$ cat src/rtl/gpu_raster_pkg.sv
// gpu_raster_pkg
// Shared types and constants for the line rasteriser and the command decoder.
//   mode_t          : request kind latched at start (DRAW / CLEAR)
//   raster_state_t  : rasteriser FSM states
//   OP_*            : 3-bit command opcodes understood by the decoder
//   maxInt          : elaboration-time helper for width sizing
// Optional feature macro used by the rasteriser: GPU_RASTER_CLIP_EN.
package gpu_raster_pkg;

  typedef enum logic {
    MODE_DRAW  = 1'b0,
    MODE_CLEAR = 1'b1
  } mode_t;

  typedef enum logic [2:0] {
    ST_IDLE,
    ST_SETUP,
    ST_LINE,
    ST_CLEAR,
    ST_DONE
  } raster_state_t;

  localparam logic [2:0] OP_CLEAR      = 3'b000;
  localparam logic [2:0] OP_SET_START  = 3'b001;
  localparam logic [2:0] OP_SET_END    = 3'b010;
  localparam logic [2:0] OP_SET_COLOR  = 3'b011;
  localparam logic [2:0] OP_MOVE_START = 3'b100;
  localparam logic [2:0] OP_MOVE_END   = 3'b101;
  localparam logic [2:0] OP_DRAW       = 3'b110;
  localparam logic [2:0] OP_FLIP       = 3'b111;

  function automatic int maxInt(input int a, input int b);
    return (a > b) ? a : b;
  endfunction

endpackage

$ cat src/rtl/gpu_pix_addr.sv
// gpu_pix_addr
// Combinational framebuffer address mapping, shared with the scanout logic.
//   addr_o = BASE_ADDR + (buf_i*YMAX + y_i)*XMAX + x_i, modulo 2**ADDR_W.
// Ports:
//   x_i    [X_W]    pixel column
//   y_i    [Y_W]    pixel row inside the buffer
//   buf_i  [BUF_W]  stacked buffer index
//   addr_o [ADDR_W] flat pixel address
module gpu_pix_addr #(
  parameter int XMAX   = 320,
  parameter int YMAX   = 240,
  parameter int X_W    = 9,
  parameter int Y_W    = 8,
  parameter int BUF_W  = 1,
  parameter int ADDR_W = 32,
  parameter logic [ADDR_W-1:0] BASE_ADDR = '0
) (
  input  logic [X_W-1:0]    x_i,
  input  logic [Y_W-1:0]    y_i,
  input  logic [BUF_W-1:0]  buf_i,
  output logic [ADDR_W-1:0] addr_o
);

  logic [ADDR_W-1:0] rowIdx;

  // Buffers are stacked vertically, so the buffer index just offsets the row.
  assign rowIdx = ADDR_W'(buf_i) * ADDR_W'(YMAX) + ADDR_W'(y_i);
  assign addr_o = BASE_ADDR + rowIdx * ADDR_W'(XMAX) + ADDR_W'(x_i);

endmodule

$ cat src/rtl/gpu_line_raster.sv
// gpu_line_raster
// Turns a latched DRAW (Bresenham line, all octants) or CLEAR (whole buffer)
// request into a stream of framebuffer pixel writes, one per valid/ready
// handshake.
// Ports:
//   clk, n_rst            clock, asynchronous active-low reset
//   start, mode           request strobe (sampled in IDLE), 0=DRAW 1=CLEAR
//   x0, y0, x1, y1        line endpoints
//   color, buf_sel        pixel colour and target buffer
//   px_valid / px_ready   pixel write handshake
//   px_addr, px_data      flat pixel address and colour
//   busy, done            request in flight, one-cycle completion pulse
//   clip_cnt              (GPU_RASTER_CLIP_EN only) skipped off-screen pixels
// Macro GPU_RASTER_CLIP_EN: when defined, LINE pixels outside the screen are
// walked but not emitted, and counted in clip_cnt.
module gpu_line_raster
  import gpu_raster_pkg::*;
#(
  parameter int XMAX   = 320,
  parameter int YMAX   = 240,
  parameter int X_W    = 9,
  parameter int Y_W    = 8,
  parameter int PIX_W  = 24,
  parameter int NBUF   = 2,
  parameter int ADDR_W = 32,
  parameter logic [ADDR_W-1:0] BASE_ADDR = '0,
  localparam int BUF_W = (NBUF > 1) ? $clog2(NBUF) : 1
) (
  input  logic              clk,
  input  logic              n_rst,
  input  logic              start,
  input  logic              mode,
  input  logic [X_W-1:0]    x0,
  input  logic [X_W-1:0]    x1,
  input  logic [Y_W-1:0]    y0,
  input  logic [Y_W-1:0]    y1,
  input  logic [PIX_W-1:0]  color,
  input  logic [BUF_W-1:0]  buf_sel,
  output logic              px_valid,
  input  logic              px_ready,
  output logic [ADDR_W-1:0] px_addr,
  output logic [PIX_W-1:0]  px_data,
  output logic              busy,
  output logic              done
`ifdef GPU_RASTER_CLIP_EN
  ,
  output logic [15:0]       clip_cnt
`endif
);

  localparam int ERR_W = maxInt(X_W, Y_W) + 2;

  raster_state_t state_q, state_d;
  mode_t             mode_q;
  logic [X_W-1:0]    x1_q;
  logic [Y_W-1:0]    y1_q;
  logic [PIX_W-1:0]  color_q;
  logic [BUF_W-1:0]  buf_q;

  logic [X_W-1:0]    xPos_q, xPos_d;
  logic [Y_W-1:0]    yPos_q, yPos_d;
  logic signed [ERR_W-1:0] dx_q, dx_d, dy_q, dy_d, err_q, err_d;
  logic              sxNeg_q, sxNeg_d, syNeg_q, syNeg_d;

  logic signed [ERR_W-1:0] dxDiff, dyDiff, dxAbs, dyAbs, dxAdd, dyAdd, errStep;
  logic signed [ERR_W:0]   e2, dxExt, dyExt;
  logic              stepX, stepY, atEnd, pixClipped, pixActive;
  logic [ADDR_W-1:0] pixAddr;

  // Request parameters are frozen at start so later input changes are ignored.
  always_ff @(posedge clk or negedge n_rst) begin
    if (!n_rst) begin
      mode_q  <= MODE_DRAW;
      x1_q    <= '0;
      y1_q    <= '0;
      color_q <= '0;
      buf_q   <= '0;
    end else if (state_q == ST_IDLE && start) begin
      mode_q  <= mode_t'(mode);
      x1_q    <= x1;
      y1_q    <= y1;
      color_q <= color;
      buf_q   <= buf_sel;
    end
  end

  always_ff @(posedge clk or negedge n_rst) begin
    if (!n_rst) begin
      state_q <= ST_IDLE;
      xPos_q  <= '0;
      yPos_q  <= '0;
      dx_q    <= '0;
      dy_q    <= '0;
      err_q   <= '0;
      sxNeg_q <= 1'b0;
      syNeg_q <= 1'b0;
    end else begin
      state_q <= state_d;
      xPos_q  <= xPos_d;
      yPos_q  <= yPos_d;
      dx_q    <= dx_d;
      dy_q    <= dy_d;
      err_q   <= err_d;
      sxNeg_q <= sxNeg_d;
      syNeg_q <= syNeg_d;
    end
  end

  // In SETUP xPos/yPos still hold the start point, so deltas come from them.
  assign dxDiff = $signed(ERR_W'(x1_q)) - $signed(ERR_W'(xPos_q));
  assign dyDiff = $signed(ERR_W'(y1_q)) - $signed(ERR_W'(yPos_q));
  assign dxAbs  = dxDiff[ERR_W-1] ? -dxDiff : dxDiff;
  assign dyAbs  = dyDiff[ERR_W-1] ? -dyDiff : dyDiff;

  // e2 needs one extra bit because it is twice the error term.
  assign e2      = $signed({err_q, 1'b0});
  assign dxExt   = (ERR_W+1)'(dx_q);
  assign dyExt   = (ERR_W+1)'(dy_q);
  assign stepX   = (e2 >= dyExt);
  assign stepY   = (e2 <= dxExt);
  assign dyAdd   = stepX ? dy_q : '0;
  assign dxAdd   = stepY ? dx_q : '0;
  assign errStep = err_q + dyAdd + dxAdd;
  assign atEnd   = (xPos_q == x1_q) && (yPos_q == y1_q);

`ifdef GPU_RASTER_CLIP_EN
  logic [15:0] clipCnt_q, clipCnt_d;

  assign pixClipped = (32'(xPos_q) >= 32'(XMAX)) || (32'(yPos_q) >= 32'(YMAX));

  always_comb begin
    clipCnt_d = clipCnt_q;
    if (state_q == ST_IDLE && start) begin
      clipCnt_d = '0;
    end else if (state_q == ST_LINE && pixClipped && clipCnt_q != 16'hFFFF) begin
      clipCnt_d = clipCnt_q + 16'd1;
    end
  end

  always_ff @(posedge clk or negedge n_rst) begin
    if (!n_rst) clipCnt_q <= '0;
    else        clipCnt_q <= clipCnt_d;
  end

  assign clip_cnt = clipCnt_q;
`else
  assign pixClipped = 1'b0;
`endif

  always_comb begin
    state_d  = state_q;
    xPos_d   = xPos_q;
    yPos_d   = yPos_q;
    dx_d     = dx_q;
    dy_d     = dy_q;
    err_d    = err_q;
    sxNeg_d  = sxNeg_q;
    syNeg_d  = syNeg_q;
    px_valid = 1'b0;
    busy     = 1'b1;
    done     = 1'b0;
    case (state_q)
      ST_IDLE: begin
        busy = 1'b0;
        if (start) begin
          xPos_d  = x0;
          yPos_d  = y0;
          state_d = ST_SETUP;
        end
      end
      ST_SETUP: begin
        dx_d    = dxAbs;
        dy_d    = -dyAbs;
        err_d   = dxAbs - dyAbs;
        sxNeg_d = dxDiff[ERR_W-1];
        syNeg_d = dyDiff[ERR_W-1];
        if (mode_q == MODE_CLEAR) begin
          xPos_d  = '0;
          yPos_d  = '0;
          state_d = ST_CLEAR;
        end else begin
          state_d = ST_LINE;
        end
      end
      ST_LINE: begin
        // Clipped pixels advance without a handshake.
        px_valid = !pixClipped;
        if (pixClipped || px_ready) begin
          if (atEnd) begin
            state_d = ST_DONE;
          end else begin
            err_d = errStep;
            if (stepX) xPos_d = sxNeg_q ? xPos_q - X_W'(1) : xPos_q + X_W'(1);
            if (stepY) yPos_d = syNeg_q ? yPos_q - Y_W'(1) : yPos_q + Y_W'(1);
          end
        end
      end
      ST_CLEAR: begin
        px_valid = 1'b1;
        if (px_ready) begin
          if (32'(xPos_q) == 32'(XMAX - 1)) begin
            xPos_d = '0;
            if (32'(yPos_q) == 32'(YMAX - 1)) state_d = ST_DONE;
            else                              yPos_d  = yPos_q + Y_W'(1);
          end else begin
            xPos_d = xPos_q + X_W'(1);
          end
        end
      end
      ST_DONE: begin
        done    = 1'b1;
        state_d = ST_IDLE;
      end
      default: begin
        busy    = 1'b0;
        state_d = ST_IDLE;
      end
    endcase
  end

  gpu_pix_addr #(
    .XMAX      (XMAX),
    .YMAX      (YMAX),
    .X_W       (X_W),
    .Y_W       (Y_W),
    .BUF_W     (BUF_W),
    .ADDR_W    (ADDR_W),
    .BASE_ADDR (BASE_ADDR)
  ) uPixAddr (
    .x_i    (xPos_q),
    .y_i    (yPos_q),
    .buf_i  (buf_q),
    .addr_o (pixAddr)
  );

  // Address/data are forced to zero outside pixel states so the reset and
  // idle values are zero whatever BASE_ADDR is.
  assign pixActive = (state_q == ST_LINE) || (state_q == ST_CLEAR);
  assign px_addr   = pixActive ? pixAddr : '0;
  assign px_data   = pixActive ? color_q : '0;

endmodule

$ cat config.mk
export PLATFORM = sky130hd
export DESIGN_NAME = gpu_line_raster
export DESIGN_NICKNAME = d
export VERILOG_FILES = /design/src/rtl/gpu_raster_pkg.sv /design/src/rtl/gpu_pix_addr.sv /design/src/rtl/gpu_line_raster.sv
export SDC_FILE = /design/constraint.sdc
export NUM_CORES = 1
export LEC_CHECK = 0
export CELL_PAD_IN_SITES_DETAIL_PLACEMENT = 0
export CELL_PAD_IN_SITES_GLOBAL_PLACEMENT = 1
export CORE_UTILIZATION = 43
export DETAILED_ROUTE_END_ITERATION = 10
export GPL_TIMING_DRIVEN = 0
export PLACE_DENSITY_LB_ADDON = 0.1
export SYNTH_ARGS = -nofsm -noshare
export SYNTH_HDL_FRONTEND = slang
export SYNTH_SLANG_ARGS = --single-unit
$ cat constraint.sdc
create_clock -name clk -period 4.9 [get_ports clk]
set_input_delay 0.98 -clock clk [delete_from_list [all_inputs] [get_ports clk]]
set_output_delay 0.98 -clock clk [all_outputs]
set_load 0.02 [all_outputs]
== Yosys cells after proc, flatten, opt, wreduce, memory -nomap -nowiden ==
Index checks and enable logic that the tools add are counted.

* Flip-flop bits (word level): 98
* Latch bits: 0
* Memory bits (writable): 0
* Memory bits (read-only): 0
* Bits of input ports: 64
* Output and inout port bits: 59
* Logic and storage cells: 101
* Memories: 0

* Add/sub/neg operators: 14
* Multipliers: 2
* Divide/modulo/power cells: 0
* Order comparisons: 2
* Equal/unequal tests: 19
* Shift-type cells: 0
* Muxes and demuxes: 39
* Bitwise operators: 0
* Reductions and logical operators: 12

{| class="wikitable"
|+ Operators by type and width
! kind !! number
|-
| $mux 8 || 9
|-
| $mux 9 || 8
|-
| $mux 11 || 6
|-
| $pmux 9 s4 || 1
|-
| $add 32x9->32 || 1
|-
| $mul 32x3->26 const B || 1
|-
| $mux 32 || 1
|-
| $pmux 8 s4 || 1
|-
| $mux 24 || 1
|-
| $add 11x11->11 || 2
|-
| $ne 2x2->1 const B || 11
|-
| $pmux 11 s2 || 1
|-
| $mux 3 || 6
|-
| $ge 12x11->1 || 1
|-
| $le 12x11->1 || 1
|-
| $pmux 3 s4 || 1
|-
| $neg 10->11 || 1
|-
| $neg 11->11 || 1
|-
| $neg 9->11 || 1
|-
| $sub 11x11->11 || 1
|-
| $add 9x8->10 || 1
|-
| $sub 9x9->10 || 1
|-
| $add 9x1->9 const B || 1
|-
| $eq 9x9->1 || 1
|-
| other kinds (23) || 28
|}

== Depth between registers and ports, before layout ==
* Word-level depth: 7
* Depth in mapped cells: 22

== Modules after synthesis ==
Synthesis repeated with hierarchy kept, for this count alone.

* Cell total of the unflattened synthesis: 992
* Area, all modules: 8704.6 um2

{| class="wikitable"
|+ Modules (own cells, without submodules)
! module !! times used !! cells an instance !! area each (um2) !! sequential area each (um2)
|-
| gpu_line_raster || 1 || 874 || 7754.9 || 2452.4
|-
| gpu_pix_addr || 1 || 118 || 949.7 || 0.0
|}

== Worst setup path before layout ==
No wires, ideal clock.

* Path kind: register to output
* Start point: register buf_q
* End point: output px_addr[15]
* Arrival: 3.207 ns
* Data required time: 3.920 ns
* Slack: 0.713 ns
* Stages on the path, launching flop included: 15
* Cell sequence: dfrtp_1 > ha_1 > fa_1 > a21o_1 > a21oi_1 > inv_1 > ha_1 > ha_1 > o21a_1 > o31a_1 > a21oi_1 > and3_1 > nand2_1 > xor2_1 > nor2_1

* Cells in the longest elaborated chain, start to end: 5

{| class="wikitable"
|+ Ends and longest elaborated chain
! item !! RTL line !! text
|-
| from (decl) || gpu_line_raster.sv:58 || <nowiki>logic [BUF_W-1:0] buf_q;</nowiki>
|-
| from (signal assigned) || gpu_line_raster.sv:83 || <nowiki>buf_q <= buf_sel;</nowiki>
|-
| $mul 1x4->5 || gpu_pix_addr.sv:27 || <nowiki>assign rowIdx = ADDR_W'(buf_i) * ADDR_W'(YMAX) + ADDR_W'(y_i);</nowiki>
|-
| $add 9x8->10 || gpu_pix_addr.sv:27 ||
|-
| $mul 32x3->26 || gpu_pix_addr.sv:28 || <nowiki>assign addr_o = BASE_ADDR + rowIdx * ADDR_W'(XMAX) + ADDR_W'(x_i);</nowiki>
|-
| $add 32x9->32 || gpu_pix_addr.sv:28 ||
|-
| $mux 32 || gpu_line_raster.sv:239 || <nowiki>assign px_addr = pixActive ? pixAddr : '0;</nowiki>
|-
| to (decl) || gpu_line_raster.sv:41 || <nowiki>output logic [ADDR_W-1:0] px_addr,</nowiki>
|}

No other way between the ends.

== Worst setup path after layout ==
* Start point: register buf_q
* End point: output px_addr[13]

The elaborated chain is that of the path after synthesis.

==> impl_results.md <==
* Final instance area at roughly 10000 um2
* Mapped Area at between 8000 and 9000 um2
* Routed WL at 23000 um
* Layout cells sized above 1 at 12.5%
* Worst Hold Launch: dx_q[1]
* Total power at 4.98 mW
* GRT overflow at 0
* Final WS setup at 0.173 ns
* Sequential-to-total area share from yosys stat at 28.6%
* Diodes inserted at 0
* Placement Setup Slack at -0.245 ns
* Iteration-0 DRC Markers at 396
* Worst setup EP type: output port
* Die ar. at 20500 um2
* Most frequent cells in the layout: 103 x clkdlybuf4s50_1, 95 x dfrtp_1, 86 x ha_1, 74 x nor2_1, 69 x inv_1
* Global-route wire length before repair at 36100 um
* Tmin final at 4.73 ns
* Largest net degree at the start of global routing at 52
* ANT nets after route at 0
* Vias in the first global route at between 6000 and 7000
* CTS tree: built
* Worst-Margin Slew at 0.857 ns
* Tcrit/Tclk final at 96.5%
* R2r endpoint: err_q[9]
* Filler Cell Count at 1899
* Starting Density at a little over two fifths
* Clock transition at path regs at 0.07 ns
* Share of synthesized flip-flops with an asynchronous set or reset at 100%
* I/O Pins at around 120
* Post-synth EDFFs at 0
* Placed inst area at 10100 um2
* Clk sinks at 98
* CTS max path bufs at 2
* Clk root buf: clkbuf_16
* Synth unique cells at 72
* Reg2reg setup slack at roughly 0.30 ns
* Achievable Freq at 0.212 GHz
* Reg2Reg Depth at 19
* Layout net count at around 1300
* Fin Hold WS at 0.486 ns
* Status: finished clean
* Max-cap viol count at 0
* GP Congestion at 0.847
* Die width at 143 um
* Total Routing Usage GR at 23.1%
* Final Skew at 0.00886 ns
* Syn Area/Cell at 8.93 um2
* Slew HR at 42.9%
* Num rows at 51
* Final Max Tran Viols at 0
* Worst setup startpoint: buf_q
* Max H-tree Level at 3
* #FFs+latches synth at 98
* Reg2reg start: err_q[9]
* Pwr Density at approximately 480 nW/um2
* Crit path DAT at roughly 3.8 ns
* Critical-path maximum fanout at 5
* Worst stage delay on the critical path at 0.61 ns
* Clock Latency Late Sink at 0.36 ns
* CP max-delay cell: clkdlybuf4s50_1
* Synth-to-Final Area Change at 21.7%
* Top delay family on crit path: adder cells
* Buf/Inv on CP at 1
* Synth Warn # at 0
* Routed len/inst at 16.8 um
* DR vias at 7151
* Leakage power at approximately 4.7 nW
* Total Neg Setup Slack at 0 ns
* Total CTS buffers at 9
* Endpoints failing hold at 0
* Most common cell after layout, fill and taps aside: clkdlybuf4s50_1
* WS Path Type: register to output port
* # port buffers at 108
* Hold path depth at 2
* Vias per cell at 5.24
* Core Region at between 15000 and 20000 um2
* Worst vdd ir at 0.797 mV
* Post-Synthesis Cells at around 960
* Post-detail-place hpwl at 18200 um
* Initial antenna violation count at 0
* DR DRC count at 0
* Die height at 143 um
* DRT Pass-1 Iters at 5
* Final setup vio count at 0
* Critical Path, Cell by Cell: ha_1 -> fa_2 -> ha_1 -> ha_1 -> a21oi_2 -> xnor2_1 -> nor3b_4 -> nand2_1 -> xor2_1 -> nor2_1 -> clkdlybuf4s50_1
* Cell repeated most along the worst path: ha_1
* Predominant post-synthesis flop cell: dfrtp_1
* Tightest Hold Check Type: register to register
* Worst Setup Start Kind: register
* Hold Crit Endpoint: dx_q[1]
* WP data required at 3.92 ns
-- worst max-delay path by stage --
stage / depth (start not counted) / slack, ns / end
CTS: 15 / 0.007 / px_addr[16]
detailed placement: 19 / -0.25 / err_q[9]
finish: 11 / 0.17 / px_addr[13]
global route: 15 / -0.02 / px_addr[17]
global placement: 1 / -1.30 / err_q[7]
floorplan: 14 / 0.71 / px_addr[15]
-- power by group --
part           internal (mW)  leakage [nW]  total, mW  switching, mW
clock                  0.354         0.134      0.707          0.353
combinational           1.45          3.34       3.30           1.85
sequential             0.863          1.26      0.969          0.106
total                   2.67          4.74       4.98           2.31
-- sequential cells by signal, indices dropped and copies added, names as in the netlist, 3 cells and up --
signal   flops
xPos_q       9
state_q      3
x1_q         9
yPos_q       8
err_q       11
dy_q        11
y1_q         8
dx_q        11
color_q     24
-- worst reg2reg max path, delay by kind of cell (launching register included) --
kind	cells	cell delay (ns)
AO/OA/AOI/OAI	8	1.38
XOR/XNOR	1	0.17
adder cells (fa/ha/maj)	4	1.46
buffers and inverters	1	0.23
flip-flops	1	0.46
AND/OR/NAND/NOR	5	0.79
-- cells in the mapped netlist, types with 27 or more instances --
cell / instances / share of area, %
nor3_1: 31 / 1.8
nor2_1: 76 / 3.3
xor2_1: 27 / 2.8
inv_1: 69 / 3.0
xnor2_1: 43 / 4.4
o21ai_0: 50 / 2.9
nand3_1: 29 / 1.7
clkbuf_1: 30 / 1.3
a21oi_1: 55 / 3.2
and2_1: 36 / 2.6
nand2_1: 62 / 2.7
ha_1: 86 / 13
dfrtp_1: 98 / 29
mux2_2: 51 / 6.7
-- layout make-up --
class | count | area (um2) | share of cell area, %
Buffer | 50 | 254 | 2.44
Clock buffer | 9 | 225 | 2.16
Clock inverter | 7 | 58.8 | 0.564
Inverter | 69 | 259 | 2.48
Multi-Input combinational cell | 755 | 5740 | 55.0
Sequential cell | 98 | 2460 | 23.5
Tap cell | 265 | 332 | 3.18
Timing Repair Buffer | 111 | 1100 | 10.6
-- stage by stage --
step / util [%] / instances
floorplan: - / 972
global placement: 51.4 / 1345
detailed placement: 51.5 / 1346
CTS: 53.1 / 1362
global route: 53.4 / 1364
finish: 53.4 / 1364
-- layer usage --
layer	global-route usage [%]	vias to the layer above	share of wire (%)
met1	30.0	3405	47
met3	4.29	18	4.0
met4	5.83	0	1.3
met5	0	-	0
met2	39.4	134	48
li1	-	3594	-
-- cell families after synthesis --
family,count (synthesis),synth area share [%]
multiplexers,56,7.29
AO/OA/AOI/OAI,210,16.1
XOR/XNOR,75,8.32
adder cells (fa/ha/maj),103,16.5
flip-flops,98,28.6
other,2,0.0877
AND/OR/NAND/NOR,296,17.2
buffers and inverters,119,5.90
-- repair_timing --
item | in CTS | in global routing
hold buffers | 0 | 0
endpoints found under the setup margin | 7 | 8
gates cloned | 0 | 0
setup buffers | 0 | 2
pin swaps | 0 | 0
resized for setup | 17 | 25
Note: power is estimated with default switching activity, not from simulation.
